===== config.mk =====
export PLATFORM = sky130hd
export DESIGN_NAME = find_top2_seq
export DESIGN_NICKNAME = d
export VERILOG_FILES = /design/src/rtl/find_top2_pkg.sv /design/src/rtl/top2_insert_n.sv /design/src/rtl/find_top2_seq.sv
export SDC_FILE = /design/constraint.sdc
export NUM_CORES = 1
export LEC_CHECK = 0
export ABC_AREA = 1
export ABC_CLOCK_PERIOD_IN_PS = 2930
export CAP_MARGIN = 40
export CORE_ASPECT_RATIO = 1.75
export CORE_UTILIZATION = 40
export DETAILED_ROUTE_END_ITERATION = 16
export REMOVE_ABC_BUFFERS = 1
export SYNTH_ARGS = -nofsm -noshare
export SYNTH_HDL_FRONTEND = slang
export SYNTH_SLANG_ARGS = --single-unit

===== constraint.sdc =====
create_clock -name clk_i -period 2.93 [get_ports clk_i]
set_input_delay 0.586 -clock clk_i [delete_from_list [all_inputs] [get_ports clk_i]]
set_output_delay 0.586 -clock clk_i [all_outputs]
set_load 0.02 [all_outputs]

===== src/rtl/find_top2_pkg.sv =====
// Shared types and constants for the sequential top-2 finder.
package find_top2_pkg;

    typedef enum logic [1:0] {
        StIdle,
        StScan,
        StDone
    } state_e;

    localparam logic MODE_MIN = 1'b0;
    localparam logic MODE_MAX = 1'b1;

endpackage


===== src/rtl/top2_insert_n.sv =====
// Combinational insert step: folds one element into the running best1/best2 pair.
module top2_insert_n
    import find_top2_pkg::*;
#(
    parameter int unsigned N  = 4,
    parameter int unsigned IW = 4
) (
    input  logic [N-1:0]  x_i,
    input  logic [IW-1:0] idx_i,
    input  logic          mode_i,
    input  logic [N-1:0]  best1_i,
    input  logic [IW-1:0] idx1_i,
    input  logic          valid1_i,
    input  logic [N-1:0]  best2_i,
    input  logic [IW-1:0] idx2_i,
    input  logic          valid2_i,
    output logic [N-1:0]  best1_o,
    output logic [IW-1:0] idx1_o,
    output logic          valid1_o,
    output logic [N-1:0]  best2_o,
    output logic [IW-1:0] idx2_o,
    output logic          valid2_o
);

    logic better1;
    logic better2;

    // Strict compares keep the earlier index on ties.
    assign better1 = (mode_i == MODE_MAX) ? (x_i > best1_i) : (x_i < best1_i);
    assign better2 = (mode_i == MODE_MAX) ? (x_i > best2_i) : (x_i < best2_i);

    always_comb begin
        best1_o  = best1_i;
        idx1_o   = idx1_i;
        valid1_o = valid1_i;
        best2_o  = best2_i;
        idx2_o   = idx2_i;
        valid2_o = valid2_i;
        if (!valid1_i || better1) begin
            best2_o  = best1_i;
            idx2_o   = idx1_i;
            valid2_o = valid1_i;
            best1_o  = x_i;
            idx1_o   = idx_i;
            valid1_o = 1'b1;
        end else if (!valid2_i || better2) begin
            best2_o  = x_i;
            idx2_o   = idx_i;
            valid2_o = 1'b1;
        end
    end

endmodule


===== src/rtl/find_top2_seq.sv =====
// Sequential top-2 finder: captures a vector on start, scans one element per clock,
// and publishes the two best values with their indices on a one-cycle done pulse.
module find_top2_seq
    import find_top2_pkg::*;
#(
    parameter int unsigned N = 4,
    parameter int unsigned M = 10,
    localparam int unsigned IW = (M > 1) ? $clog2(M) : 1
) (
    input  logic                clk_i,
    input  logic                rst_i,
    input  logic                start_i,
    input  logic                mode_i,
    input  logic [M-1:0][N-1:0] data_i,
    output logic                busy_o,
    output logic                done_o,
    output logic [N-1:0]        best1_o,
    output logic [N-1:0]        best2_o,
    output logic [IW-1:0]       idx1_o,
    output logic [IW-1:0]       idx2_o,
    output logic                valid2_o
);

    state_e              state_q, state_d;
    logic [M-1:0][N-1:0] data_q, data_d;
    logic                mode_q, mode_d;
    logic [IW-1:0]       cnt_q, cnt_d;
    logic [N-1:0]        wb1_q, wb1_d, wb2_q, wb2_d;
    logic [IW-1:0]       wi1_q, wi1_d, wi2_q, wi2_d;
    logic                wv1_q, wv1_d, wv2_q, wv2_d;
    logic [N-1:0]        ob1_q, ob1_d, ob2_q, ob2_d;
    logic [IW-1:0]       oi1_q, oi1_d, oi2_q, oi2_d;
    logic                ov2_q, ov2_d;

    logic [N-1:0]        ins_b1, ins_b2;
    logic [IW-1:0]       ins_i1, ins_i2;
    logic                ins_v1, ins_v2;
    logic                last_elem;

    assign last_elem = (cnt_q == IW'(M - 1));

    top2_insert_n #(
        .N  (N),
        .IW (IW)
    ) u_insert (
        .x_i      (data_q[cnt_q]),
        .idx_i    (cnt_q),
        .mode_i   (mode_q),
        .best1_i  (wb1_q),
        .idx1_i   (wi1_q),
        .valid1_i (wv1_q),
        .best2_i  (wb2_q),
        .idx2_i   (wi2_q),
        .valid2_i (wv2_q),
        .best1_o  (ins_b1),
        .idx1_o   (ins_i1),
        .valid1_o (ins_v1),
        .best2_o  (ins_b2),
        .idx2_o   (ins_i2),
        .valid2_o (ins_v2)
    );

    always_comb begin
        state_d = state_q;
        data_d  = data_q;
        mode_d  = mode_q;
        cnt_d   = cnt_q;
        wb1_d   = wb1_q;
        wi1_d   = wi1_q;
        wv1_d   = wv1_q;
        wb2_d   = wb2_q;
        wi2_d   = wi2_q;
        wv2_d   = wv2_q;
        ob1_d   = ob1_q;
        oi1_d   = oi1_q;
        ob2_d   = ob2_q;
        oi2_d   = oi2_q;
        ov2_d   = ov2_q;
        case (state_q)
            StIdle, StDone: begin
                if (start_i) begin
                    state_d = StScan;
                    data_d  = data_i;
                    mode_d  = mode_i;
                    cnt_d   = '0;
                    // Sentinel loses every compare; the valid bits make it unambiguous.
                    wb1_d   = (mode_i == MODE_MIN) ? '1 : '0;
                    wb2_d   = (mode_i == MODE_MIN) ? '1 : '0;
                    wi1_d   = '0;
                    wi2_d   = '0;
                    wv1_d   = 1'b0;
                    wv2_d   = 1'b0;
                end else if (state_q == StDone) begin
                    state_d = StIdle;
                end
            end
            StScan: begin
                wb1_d = ins_b1;
                wi1_d = ins_i1;
                wv1_d = ins_v1;
                wb2_d = ins_b2;
                wi2_d = ins_i2;
                wv2_d = ins_v2;
                if (last_elem) begin
                    state_d = StDone;
                    ob1_d   = ins_b1;
                    oi1_d   = ins_i1;
                    ob2_d   = ins_v2 ? ins_b2 : '0;
                    oi2_d   = ins_v2 ? ins_i2 : '0;
                    ov2_d   = ins_v2;
                end else begin
                    cnt_d = cnt_q + 1'b1;
                end
            end
            default: state_d = StIdle;
        endcase
    end

    always_ff @(posedge clk_i) begin
        if (rst_i) begin
            state_q <= StIdle;
            data_q  <= '0;
            mode_q  <= 1'b0;
            cnt_q   <= '0;
            wb1_q   <= '0;
            wi1_q   <= '0;
            wv1_q   <= 1'b0;
            wb2_q   <= '0;
            wi2_q   <= '0;
            wv2_q   <= 1'b0;
            ob1_q   <= '0;
            oi1_q   <= '0;
            ob2_q   <= '0;
            oi2_q   <= '0;
            ov2_q   <= 1'b0;
        end else begin
            state_q <= state_d;
            data_q  <= data_d;
            mode_q  <= mode_d;
            cnt_q   <= cnt_d;
            wb1_q   <= wb1_d;
            wi1_q   <= wi1_d;
            wv1_q   <= wv1_d;
            wb2_q   <= wb2_d;
            wi2_q   <= wi2_d;
            wv2_q   <= wv2_d;
            ob1_q   <= ob1_d;
            oi1_q   <= oi1_d;
            ob2_q   <= ob2_d;
            oi2_q   <= oi2_d;
            ov2_q   <= ov2_d;
        end
    end

    assign busy_o   = (state_q == StScan);
    assign done_o   = (state_q == StDone);
    assign best1_o  = ob1_q;
    assign idx1_o   = oi1_q;
    assign best2_o  = ob2_q;
    assign idx2_o   = oi2_q;
    assign valid2_o = ov2_q;

endmodule

==> results.json <==
{
  "synth_cell_types": 29,
  "maxSlewViolCount": 0,
  "cts_buffers": 9,
  "hold_end": "best2_o[1]",
  "synthesis.area_um2": 3910,
  "hold_path.class": "flip-flop to flip-flop",
  "die_x_um": 76.8,
  "cts_sinks": 82,
  "cts_root_buffer": "clkbuf_16",
  "cellPowerDensity_nw_per_um2": 604,
  "synth-seq-cells": 82,
  "dieArea_um2": 10200,
  "fin_cells": 746,
  "fillers": 978,
  "register_area_um2": 1640,
  "critPathMaxStageDelay_ns": 0.38,
  "fin_ws_ns": 0.186,
  "async_flop_share": 0,
  "antenna_cells": 0,
  "post-route-period-util": 0.937,
  "switchingPower_uw": 833,
  "yosysMostFrequentCell": "nor2_1",
  "syn_to_final_growth_pct": 27.9,
  "grt_max_degree": 38,
  "finalClockSkew_ns": 0.00661,
  "whs_path_depth": 2,
  "multi_input_area_um2": 1960,
  "finalSetupViolCount": 0,
  "grt-ovfl-total": 0,
  "final_antenna_net_count": 0,
  "r2r_cells": 16,
  "pwr-share-seq": 0.405,
  "finalHoldViolations": 0,
  "portBuffers": 62,
  "drive_gt1_frac": 0.0881,
  "yosysWarnings": 0,
  "peakVddDrop_mv": 0.293,
  "clkSlewWorstSetupHoldPaths_ns": 0.06,
  "pwr-share-comb": 0.184,
  "cp_num_buf_inv": 3,
  "clockBufferDepth": 2,
  "post_cts_buffers": 0,
  "routed_via_density": 4.98,
  "crit_path_end_kind": "flip-flop",
  "r2r_start": "cnt_q[1]",
  "worstMarginPinSlew_ns": 0.470,
  "worstSetupStartpointType": "flip-flop",
  "drc": 0,
  "core_um2": 9470,
  "grt_pass1_vias": 3660,
  "intPower_uw": 2190,
  "cp_data_arrival_time_ns": 2.95,
  "seq_area_frac_synth": 0.420,
  "num_vias": 3714,
  "cp_top_family": "simple AND/OR/NAND/NOR gates",
  "grt_setup_unrepaired": "yes",
  "initial_utilization": 0.413,
  "wl_per_cell_um": 13.8,
  "status": "completed",
  "cap_violations": 0,
  "post-place-ws_ns": 0.0397,
  "synth_edf_count": 0,
  "clock.fmax_ghz": 0.364,
  "worstPathMaxFanout": 16,
  "r2r-end": "wi1_q[0]",
  "synth.cells.most_frequent": "116 x nor2_1, 98 x nand2_1, 82 x dfxtp_1, 70 x o21ai_0, 41 x inv_1",
  "fin_nets": 674,
  "avgSynthCellArea_um2": 6.96,
  "grt_pass1_wl_um": 17300,
  "pin_count": 63,
  "p_leak_uw": 0.00202,
  "rrSetupSlack_ns": 0.19,
  "clk-insertion-delay-late_ns": 0.34,
  "holdCritStartpoint": "best2_o[1]",
  "drtIter0Drc": 190,
  "cpMaxStageDelayCell": "dfxtp_1",
  "cts_htree_levels": 3,
  "synthTopCellsByArea": "dfxtp_1 42%, nor2_1 11%, nand2_1 9.4%, o21ai_0 9.0%, nand3_1 4.5%",
  "clockPowerShare": 0.411,
  "gp_congestion": 0.917,
  "cp_common_cell": "nand2_1",
  "switching_share": 0.276,
  "drt-pass1-iter-count": 4,
  "synth_ff_type": "dfxtp_1",
  "critical_path_required_ns": 3.14,
  "dieHeight_um": 133,
  "dpl.cell_count": 731,
  "period_needed_ns": 2.74,
  "synth_cells": 562,
  "drt-total-wl_um": 10300,
  "slew_headroom": 0.686,
  "critical_path_class": "flip-flop to flip-flop",
  "synth.largest_area_cell": "dfxtp_1",
  "tritoncts": "done",
  "grt_usage": 0.216,
  "antenna_found_initial": 0,
  "rows": 47,
  "synth_top_area_frac": 0.420,
  "path_cells": "clkinvlp_4, nor2_1, o21ai_0, nand3_1, nand3_1, nand2_1, ha_1, nand2_1, inv_1, nand2_1, nand3_2, nand2_2, nor2_4, buf_4, o21ai_0, o32ai_1",
  "dp_hpwl_um": 7790
}
-- power by group through the flow --
stage | Combinational, uW | Sequential, uW | Clock (uW)
2_1_floorplan | 348 | 1240 | 0
3_3_place_gp | 540 | 1250 | 0
3_5_place_dp | 548 | 1250 | 0
4_1_cts | 550 | 1220 | 1270
5_1_grt | 637 | 1230 | 1310
6_report | 557 | 1220 | 1240
-- metal layers --
| layer | track usage | wire [um] |
|---|---|---|
| met1 | 0.226 | 4060 |
| met2 | 0.399 | 5480 |
| met3 | 0.0359 | 345 |
| met4 | 0.124 | 425 |
| met5 | 0 | 0 |
-- cell usage in the layout, fill, tap and decap left out, types with 4 or more instances in the layout --
cell type / count
ha_1: 10
a21oi_1: 22
o21ai_1: 14
nor2_1: 116
nand4_1: 7
dfxtp_1: 81
o21ai_0: 69
nand3_2: 4
nand2_2: 4
inv_2: 4
buf_4: 12
o211ai_1: 4
nand2_1: 98
clkbuf_16: 9
a21oi_2: 4
inv_1: 40
nand3_1: 35
clkdlybuf4s50_1: 62
-- worst max path at each step --
stage	cells after the start	startpoint	slack, ns	endpoint
floorplan	13	cnt_q[0]	-0.05	wi1_q[1]
global placement	14	cnt_q[0]	0.1	wi1_q[0]
detailed placement	13	cnt_q[0]	0.04	wi1_q[0]
CTS	13	cnt_q[0]	0.03	wi1_q[0]
global route	16	cnt_q[1]	-0.008	wi1_q[0]
finish	16	cnt_q[1]	0.19	wi1_q[0]
-- worst min-delay path, stage by stage (launching register included) --
cell	delay, ns
dfxtp_1	0.31
nand2_1	0.06
a21oi_1	0.05
-- cell families (layout without fill, tap and decap cells) --
group / count (synthesis) / in the layout / synth area share
AND/OR/NAND/NOR: 273 / 273 / 0.297
buffers and inverters: 76 / 138 / 0.0841
adder cells (fa/ha/maj): 10 / 10 / 0.0320
flip-flops: 82 / 82 / 0.420
AO/OA/AOI/OAI: 121 / 121 / 0.167
-- metrics by stage --
step | TNS (ns) | hold slack (ns) | cell area, um^2 | utilization | total power, uW
final | 0 | 0.460 | 5000 | 0.528 | 3020
after global placement | 0 | 0.446 | 4650 | 0.491 | 1780
after detailed placement | 0 | 0.447 | 4650 | 0.491 | 1800
after global routing | -0.00829 | 0.475 | 5000 | 0.528 | 3170
after CTS | 0 | 0.457 | 4980 | 0.526 | 3040
after floorplan | -0.435 | 0.431 | 3760 | - | 1590
-- final cells by class --
type | count | share of cell area
clock buffer | 11 | 0.0505
sequential | 82 | 0.328
timing repair buffer | 76 | 0.148
multi-input combinational | 404 | 0.391
clock inverter | 4 | 0.0150
tap | 122 | 0.0305
inverter | 47 | 0.0360
-- flip-flops by register name, summed over array words and instances (netlist names), 2 cells and up --
name     cells
idx2_o       4
idx1_o       4
cnt_q        4
data_q      40
best2_o      4
wb1_q        4
best1_o      4
wb2_q        4
state_q      2
wi1_q        4
wi2_q        4
-- what timing repair did --
action                     4_1_cts  5_1_grt
hold buffers                     0        0
setup endpoints to repair        0       32
resized for setup                0        7
Power figures use the tool's default switching activity.
